File: src/rtl/spi_master_ctrl_if.sv
// ---------------------------------------------------------------------------
// spi_master_ctrl_if
// Host-side command/response bundle for spi_master_ctrl.
//
// Signals:
//   start    host -> ctrl  command request, taken only while busy is low
//   cmd      host -> ctrl  00 wr addr, 01 wr data, 10 rd addr, 11 rd data
//   data_in  host -> ctrl  address/data payload
//   busy     ctrl -> host  frame in progress (accept cycle to end of SS_N gap)
//   done     ctrl -> host  one-cycle pulse when SS_N returns high
//   rd_data  ctrl -> host  byte captured by the last read-data frame
//   rd_valid ctrl -> host  one-cycle pulse with done on read-data frames
//
// Modports: "master" is the host issuing commands, "slave" is the
// controller receiving them (the controller is still the SPI master on
// the serial side).
// ---------------------------------------------------------------------------
interface spi_master_ctrl_if;
    logic       start;
    logic [1:0] cmd;
    logic [7:0] data_in;
    logic       busy;
    logic       done;
    logic [7:0] rd_data;
    logic       rd_valid;

    modport master (
        output start, cmd, data_in,
        input  busy, done, rd_data, rd_valid
    );

    modport slave (
        input  start, cmd, data_in,
        output busy, done, rd_data, rd_valid
    );
endinterface

File: src/rtl/spi_master_ctrl.sv
// ---------------------------------------------------------------------------
// spi_master_ctrl
// Host-side SPI master for the spi_ram slave. Turns a single-cycle host
// command into an 11-bit SS_N-low frame (select bit + 2-bit cmd + 8-bit
// payload, MSB first, one bit per clk). Read-data frames then wait
// RD_LATENCY cycles and shift in an 8-bit byte from MISO, which is handed
// to the host with rd_valid.
//
// Parameters:
//   RD_LATENCY  cycles between last MOSI frame bit and first MISO bit (1-15)
//   SS_GAP      minimum SS_N-high cycles between frames (1-15)
//
// Ports:
//   clk        system clock, rising edge
//   RST        synchronous active-high reset
//   host       command/response bundle (slave modport)
//   MISO_main  serial data from slave
//   MOSI_main  serial data to slave (registered)
//   SS_N       active-low slave select (registered)
//
// State table:
//   state      | meaning
//   -----------+-------------------------------------------------------
//   ST_IDLE    | waiting for start, SS_N high, busy low
//   ST_SEL     | drives the write/read select bit (cmd[1])
//   ST_SHIFT   | drives frame bits 9..0, counter 9 -> 0
//   ST_WAIT_RD | read turnaround, RD_LATENCY cycles, MOSI low
//   ST_CAPTURE | samples 8 MISO bits, MSB first
//   ST_GAP     | SS_N high for SS_GAP cycles; done/rd_valid on entry
// ---------------------------------------------------------------------------
module spi_master_ctrl #(
    parameter int RD_LATENCY = 2,
    parameter int SS_GAP     = 2
) (
    input  logic                 clk,
    input  logic                 RST,
    spi_master_ctrl_if.slave     host,
    input  logic                 MISO_main,
    output logic                 MOSI_main,
    output logic                 SS_N
);

    localparam logic [2:0] ST_IDLE    = 3'd0;
    localparam logic [2:0] ST_SEL     = 3'd1;
    localparam logic [2:0] ST_SHIFT   = 3'd2;
    localparam logic [2:0] ST_WAIT_RD = 3'd3;
    localparam logic [2:0] ST_CAPTURE = 3'd4;
    localparam logic [2:0] ST_GAP     = 3'd5;

    localparam logic [1:0] CMD_RD_DATA = 2'b11;

    // Timers are down-counters that end on terminal count 0, so the load
    // value for an N-cycle phase is N-1. GAP loads SS_GAP (not SS_GAP-1)
    // because its first cycle also carries the done pulse, giving SS_GAP
    // busy cycles after SS_N rises.
    localparam logic [3:0] RD_LAT_LOAD = 4'(RD_LATENCY - 1);
    localparam logic [3:0] GAP_LOAD    = 4'(SS_GAP);
    localparam logic [3:0] SHIFT_LOAD  = 4'd9;
    localparam logic [3:0] CAP_LOAD    = 4'd7;

    logic [2:0] state_q,    state_d;
    logic [3:0] cnt_q,      cnt_d;
    logic [9:0] frame_q,    frame_d;
    logic [7:0] shift_q,    shift_d;
    logic       mosi_q,     mosi_d;
    logic       ss_n_q,     ss_n_d;
    logic       busy_q,     busy_d;
    logic       done_q,     done_d;
    logic       rd_valid_q, rd_valid_d;
    logic [7:0] rd_data_q,  rd_data_d;

    logic       is_rd_data;

    assign is_rd_data = (frame_q[9:8] == CMD_RD_DATA);

    // Serial outputs are registered from the current state, so they lag
    // the state register by one cycle: SEL is seen on the pins one edge
    // after the accept, and GAP's SS_N rise coincides with done.
    always_comb begin
        state_d    = state_q;
        cnt_d      = cnt_q;
        frame_d    = frame_q;
        shift_d    = shift_q;
        rd_data_d  = rd_data_q;
        mosi_d     = 1'b0;
        ss_n_d     = 1'b1;
        done_d     = 1'b0;
        rd_valid_d = 1'b0;

        case (state_q)
            ST_IDLE: begin
                if (host.start) begin
                    frame_d = {host.cmd,
                               (host.cmd == CMD_RD_DATA) ? 8'h00 : host.data_in};
                    state_d = ST_SEL;
                end
            end

            ST_SEL: begin
                ss_n_d  = 1'b0;
                mosi_d  = frame_q[9];
                cnt_d   = SHIFT_LOAD;
                state_d = ST_SHIFT;
            end

            ST_SHIFT: begin
                ss_n_d = 1'b0;
                mosi_d = frame_q[cnt_q];
                if (cnt_q == 4'd0) begin
                    if (is_rd_data) begin
                        cnt_d   = RD_LAT_LOAD;
                        state_d = ST_WAIT_RD;
                    end else begin
                        cnt_d   = GAP_LOAD;
                        state_d = ST_GAP;
                    end
                end else begin
                    cnt_d = cnt_q - 4'd1;
                end
            end

            ST_WAIT_RD: begin
                ss_n_d = 1'b0;
                if (cnt_q == 4'd0) begin
                    cnt_d   = CAP_LOAD;
                    state_d = ST_CAPTURE;
                end else begin
                    cnt_d = cnt_q - 4'd1;
                end
            end

            ST_CAPTURE: begin
                ss_n_d  = 1'b0;
                shift_d = {shift_q[6:0], MISO_main};
                if (cnt_q == 4'd0) begin
                    cnt_d   = GAP_LOAD;
                    state_d = ST_GAP;
                end else begin
                    cnt_d = cnt_q - 4'd1;
                end
            end

            ST_GAP: begin
                // Counter still at its load value means first GAP cycle.
                if (cnt_q == GAP_LOAD) begin
                    done_d = 1'b1;
                    if (is_rd_data) begin
                        rd_valid_d = 1'b1;
                        rd_data_d  = shift_q;
                    end
                end
                if (cnt_q == 4'd0) begin
                    state_d = ST_IDLE;
                end else begin
                    cnt_d = cnt_q - 4'd1;
                end
            end

            default: begin
                state_d = ST_IDLE;
            end
        endcase

        busy_d = (state_d != ST_IDLE);
    end

    always_ff @(posedge clk) begin
        if (RST) begin
            state_q    <= ST_IDLE;
            cnt_q      <= 4'd0;
            frame_q    <= 10'd0;
            shift_q    <= 8'h00;
            mosi_q     <= 1'b0;
            ss_n_q     <= 1'b1;
            busy_q     <= 1'b0;
            done_q     <= 1'b0;
            rd_valid_q <= 1'b0;
            rd_data_q  <= 8'h00;
        end else begin
            state_q    <= state_d;
            cnt_q      <= cnt_d;
            frame_q    <= frame_d;
            shift_q    <= shift_d;
            mosi_q     <= mosi_d;
            ss_n_q     <= ss_n_d;
            busy_q     <= busy_d;
            done_q     <= done_d;
            rd_valid_q <= rd_valid_d;
            rd_data_q  <= rd_data_d;
        end
    end

    assign MOSI_main     = mosi_q;
    assign SS_N          = ss_n_q;
    assign host.busy     = busy_q;
    assign host.done     = done_q;
    assign host.rd_valid = rd_valid_q;
    assign host.rd_data  = rd_data_q;

endmodule

File: src/flat_wrapper.sv
// flat-port wrapper written by rule: the top's interface ports become plain ports
module spi_master_ctrl_flat 
#(
    parameter int RD_LATENCY = 2,
    parameter int SS_GAP     = 2
)
  (clk, RST, MISO_main, MOSI_main, SS_N, host_start, host_cmd, host_data_in, host_busy, host_done, host_rd_data, host_rd_valid);
  spi_master_ctrl_if host_i ();
  input  logic clk;
  input  logic RST;
  input  logic MISO_main;
  output logic MOSI_main;
  output logic SS_N;
  input wire logic [$bits(host_i.start)-1:0] host_start;
  input wire logic [$bits(host_i.cmd)-1:0] host_cmd;
  input wire logic [$bits(host_i.data_in)-1:0] host_data_in;
  output wire logic [$bits(host_i.busy)-1:0] host_busy;
  output wire logic [$bits(host_i.done)-1:0] host_done;
  output wire logic [$bits(host_i.rd_data)-1:0] host_rd_data;
  output wire logic [$bits(host_i.rd_valid)-1:0] host_rd_valid;
  assign host_i.start = host_start;
  assign host_i.cmd = host_cmd;
  assign host_i.data_in = host_data_in;
  assign host_busy = host_i.busy;
  assign host_done = host_i.done;
  assign host_rd_data = host_i.rd_data;
  assign host_rd_valid = host_i.rd_valid;
  spi_master_ctrl #(.RD_LATENCY(RD_LATENCY), .SS_GAP(SS_GAP)) u_core (.clk(clk), .RST(RST), .host(host_i), .MISO_main(MISO_main), .MOSI_main(MOSI_main), .SS_N(SS_N));
endmodule
File: config.mk
export PLATFORM = sky130hd
export DESIGN_NAME = spi_master_ctrl_flat
export DESIGN_NICKNAME = d
export VERILOG_FILES = /design/src/rtl/spi_master_ctrl_if.sv /design/src/rtl/spi_master_ctrl.sv /design/src/flat_wrapper.sv
export SDC_FILE = /design/constraint.sdc
export NUM_CORES = 1
export LEC_CHECK = 0
export ABC_AREA = 1
export BUFFER_PORTS_ARGS = -buffer_cell sky130_fd_sc_hd__buf_2
export CAP_MARGIN = 20
export CORE_MARGIN = 2
export CORE_UTILIZATION = 35
export DETAILED_ROUTE_END_ITERATION = 7
export PLACE_DENSITY = 0.61
export RECOVER_POWER = 100
export SLEW_MARGIN = 20
export SYNTH_ARGS = -nofsm -noshare
export SYNTH_HDL_FRONTEND = slang
export SYNTH_SLANG_ARGS = --single-unit
File: constraint.sdc
create_clock -name clk -period 1.6 [get_ports clk]
set_input_delay 0.32 -clock clk [delete_from_list [all_inputs] [get_ports clk]]
set_output_delay 0.32 -clock clk [all_outputs]
set_load 0.02 [all_outputs]
==> reports/summary.json <==
{
  "core_area": {"value": 4750, "unit": "µm²"},
  "antenna_violations_before_repair": {"value": 0},
  "stdcell_area": {"value": 2120, "unit": "µm²"},
  "h-tree-depth": {"value": 2},
  "grt-ovfl-total": {"value": 0},
  "power.sequential.fraction": {"value": 0.371},
  "chipHeight": {"value": 74.4, "unit": "µm"},
  "clkSinkCount": {"value": 38},
  "detail_route.wirelength": {"value": 3.74, "unit": "mm"},
  "hold_violations": {"value": 0},
  "cts_tree": {"value": "done"},
  "synth.net_count": {"value": 257},
  "placed_cells": {"value": 335},
  "first_pass_detailed_route_iteration_total": {"value": 4},
  "drive_gt1_frac": {"value": 0.188},
  "ff2ff_path_depth": {"value": 9},
  "syn-cell-area": {"value": 1730, "unit": "µm²"},
  "ys_top_cells_by_count": {"value": "46 x sky130_fd_sc_hd__nand2_1, 45 x sky130_fd_sc_hd__nor2_1, 38 x sky130_fd_sc_hd__dfxtp_1"},
  "asyncSetResetFlopFracSynth": {"value": 0},
  "max_slew_violation_total_from_the_final_report": {"value": 0},
  "post-dp-hpwl": {"value": 2.72, "unit": "mm"},
  "pin_count": {"value": 27},
  "layout.cells.non_filler": {"value": 344},
  "placed_cell_area": {"value": 1980, "unit": "µm²"},
  "critical_path_max_stage_delay": {"value": 0.32, "unit": "ns"},
  "post-route-min-period": {"value": 1.43, "unit": "ns"},
  "fmax": {"value": 699, "unit": "MHz"},
  "place.gp.congestion": {"value": 0.854},
  "synthesis.area_per_instance": {"value": 7.19, "unit": "µm²"},
  "synthCells": {"value": 241},
  "outcome": {"value": "finished, final reports clean"},
  "leakagePower": {"value": 0.00100, "unit": "µW"},
  "timing_worst_setup_path_type": {"value": "flop to flop"},
  "detail_route.drc_violations": {"value": 0},
  "clk_transition_reported_paths": {"value": 0.08, "unit": "ns"},
  "tritoncts.num_buffers": {"value": 5},
  "maximum_number_of_pins_on_one_net_before_global_route_repair": {"value": 21},
  "cap_violations": {"value": 0},
  "worst_hold_margin": {"value": 0.259, "unit": "ns"},
  "critPathLaunchType": {"value": "flop"},
  "dieWidth": {"value": 74.4, "unit": "µm"},
  "clock_skew": {"value": 0.00746, "unit": "ns"},
  "data_required_time_at_the_worst_endpoint": {"value": 1.78, "unit": "ns"},
  "critical_path.max_fanout": {"value": 7},
  "pre_cts_ws": {"value": 0.0789, "unit": "ns"},
  "dieArea": {"value": 5530, "unit": "µm²"},
  "crit_top_cell": {"value": "sky130_fd_sc_hd__inv_2"},
  "vias_per_cell": {"value": 4.56},
  "slew_at_the_pin_closest_to_its_max_slew_limit": {"value": 0.315, "unit": "ns"},
  "worst_hold_path_type": {"value": "primary input to flop"},
  "power.share.clock": {"value": 0.303},
  "worst_ep_arrival_time": {"value": 1.62, "unit": "ns"},
  "clk_path_buf_depth": {"value": 2},
  "synth_seq_cells": {"value": 38},
  "yosys_top_cell_by_area": {"value": "sky130_fd_sc_hd__dfxtp_1"},
  "critical_r2r_capture": {"value": "u_core.cnt_q[3]$_SDFFE_PP0P_"},
  "first_global_vias": {"value": 1376},
  "irDropWorstVdd": {"value": 0.684, "unit": "mV"},
  "pwr_density_cell": {"value": 1580, "unit": "nW/µm²"},
  "wl_per_cell": {"value": 10.9, "unit": "µm"},
  "post_synth_main_area_contributors": {"value": "sky130_fd_sc_hd__dfxtp_1 44%, sky130_fd_sc_hd__nand2_1 10%, sky130_fd_sc_hd__nor2_1 9.7%"},
  "drt_first_iter_violations": {"value": 116},
  "ant_nets": {"value": 0},
  "critical_path.endpoint": {"value": "u_core.cnt_q[3]$_SDFFE_PP0P_"},
  "power_report.internal_total": {"value": 2150, "unit": "µW"},
  "max_slew_margin": {"value": 0.790},
  "switching_power": {"value": 1190, "unit": "µW"},
  "utilization": {"value": 0.445},
  "setup_viol": {"value": 0},
  "areaGrowthSynthToFinish": {"value": 22.1, "unit": "%"},
  "worst_setup_path_startpoint": {"value": "u_core.cnt_q[0]$_SDFFE_PP0P_"},
  "cp_top_family": {"value": "simple AND/OR/NAND/NOR gates"},
  "crit_path_end_kind": {"value": "flop"},
  "netlist-cell-type-count": {"value": 28},
  "synth_sequential_area_ratio": {"value": 0.439},
  "antenna_cell_count": {"value": 0},
  "crit_buf_inv": {"value": 3},
  "grt_first_pass_wirelength": {"value": 6.25, "unit": "mm"},
  "grt.total_usage": {"value": 0.147},
  "edff_count_synth": {"value": 0},
  "synth_ff_type": {"value": "sky130_fd_sc_hd__dfxtp_1"},
  "nets": {"value": 292},
  "clock_latency_reported_for_the_late_side_of_the_worst_skew_pair": {"value": 0.29, "unit": "ns"},
  "min_period_over_period": {"value": 0.895},
  "synth_most_common_cell": {"value": "sky130_fd_sc_hd__nand2_1"},
  "worst-path-stages": {"value": 9},
  "timing.critical_path.cells": {"value": "inv_2 > ha_2 > inv_1 > nor2_4 > nand2_1 > nand2_2 > inv_2 > o21ai_0 > nor2_1"},
  "p_sw_frac": {"value": 0.357},
  "timing.reg2reg.setup_slack": {"value": 0.17, "unit": "ns"},
  "critPathSlowestCell": {"value": "sky130_fd_sc_hd__dfxtp_1"},
  "crit-reg2reg-launch": {"value": "u_core.cnt_q[0]$_SDFFE_PP0P_"},
  "layout_setup_ws": {"value": 0.168, "unit": "ns"},
  "clock_tree.root_cell": {"value": "sky130_fd_sc_hd__clkbuf_8"},
  "initial_utilization": {"value": 0.364},
  "yosysWarnings": {"value": 0},
  "synth_top_cell_area_share": {"value": 0.439},
  "p_comb_frac": {"value": 0.326},
  "num_vias": {"value": 1569},
  "row_count": {"value": 25},
  "portBuffers": {"value": 26}
}
worst min path at each step:
stage / end / slack (ns) / start / cells past startpoint
6_report: u_core.shift_q[0]$_SDFFE_PP0N_ / 0.26 / MISO_main / 3
4_1_cts: u_core.shift_q[0]$_SDFFE_PP0N_ / 0.26 / MISO_main / 3
3_3_place_gp: u_core.frame_q[0]$_SDFFE_PP0P_ / 0.45 / u_core.frame_q[0]$_SDFFE_PP0P_ / 2
3_5_place_dp: u_core.frame_q[0]$_SDFFE_PP0P_ / 0.45 / u_core.frame_q[0]$_SDFFE_PP0P_ / 2
5_1_grt: u_core.shift_q[0]$_SDFFE_PP0N_ / 0.28 / MISO_main / 3
2_1_floorplan: u_core.frame_q[0]$_SDFFE_PP0P_ / 0.40 / RST / 1
worst min-delay path: stages:
cell	delay (ns)
sky130_fd_sc_hd__buf_2	0.08
sky130_fd_sc_hd__nor2_1	0.03
sky130_fd_sc_hd__nor2_1	0.08
cell usage in the layout (no fill, tap or decap), types with 4 or more instances in the layout:
master / count
sky130_fd_sc_hd__nor2_4: 4
sky130_fd_sc_hd__nand3_1: 16
sky130_fd_sc_hd__dfxtp_1: 38
sky130_fd_sc_hd__buf_2: 13
sky130_fd_sc_hd__nor2_1: 46
sky130_fd_sc_hd__o21ai_1: 5
sky130_fd_sc_hd__inv_1: 18
sky130_fd_sc_hd__nand2_1: 46
sky130_fd_sc_hd__a21oi_1: 15
sky130_fd_sc_hd__buf_4: 5
sky130_fd_sc_hd__clkbuf_1: 13
sky130_fd_sc_hd__o21ai_0: 21
sky130_fd_sc_hd__inv_2: 5
sky130_fd_sc_hd__clkbuf_8: 6
layout make-up:
class / count / area, µm²
well taps: 67 / 83.8
multi-input cells: 171 / 842
repair buffers: 34 / 181
repair inverters: 1 / 5.00
fillers: 510 / 2640
flip-flops and latches: 38 / 761
clock inverters: 2 / 60.1
inverters: 25 / 100
clock buffers: 6 / 82.6
power groups by stage:
stage                     registers (µW)  clock network [µW]  logic (µW)
final                               1240                1010        1090
after global routing                1260                1070        1240
after CTS                           1240                1020        1080
after detailed placement            1260                   0        1080
after global placement              1260                   0        1080
after floorplan                     1260                   0         822
through the flow:
stage / setup TNS (ns) / power, µW
2_1_floorplan: 0 / 2090
3_3_place_gp: 0 / 2340
3_5_place_dp: 0 / 2340
4_1_cts: 0 / 3350
5_1_grt: -0.0180 / 3570
6_report: 0 / 3340
logic make-up (layout without fill, tap and decap cells):
family | Yosys count | after routing | share of synthesized area
AOI/OAI and AO/OA | 47 | 47 | 0.147
xor gates and xnor gates | 1 | 1 | 0.00506
adders and majority gates | 2 | 2 | 0.0144
buffers and inverters | 32 | 68 | 0.0780
DFF | 38 | 38 | 0.439
and+or+nand+nor | 121 | 121 | 0.317
layer usage:
metal,part of all wire,vias to the layer above,global-route usage
met2,0.44,22,0.216
met1,0.50,696,0.199
li1,-,842,-
met4,0.021,0,0.0655
met5,0,-,0
met3,0.040,9,0.0434
state kept, by name, summed over array words and instances, names as in the netlist:
| name | flops |
|---|---|
| u_core.host.done | 1 |
| u_core.state_q | 3 |
| u_core.host.busy | 1 |
| u_core.shift_q | 8 |
| u_core.frame_q | 10 |
| u_core.SS_N | 1 |
| u_core.host.rd_data | 8 |
| u_core.cnt_q | 4 |
| u_core.host.rd_valid | 1 |
| u_core.MOSI_main | 1 |
repair_timing:
action | CTS | global route
setup endpoints to repair | 0 | 10
setup buffers | 0 | 0
hold buffers | 0 | 0
gates resized for setup | 0 | 4
No activity file was read; power rests on OpenSTA's default activity.
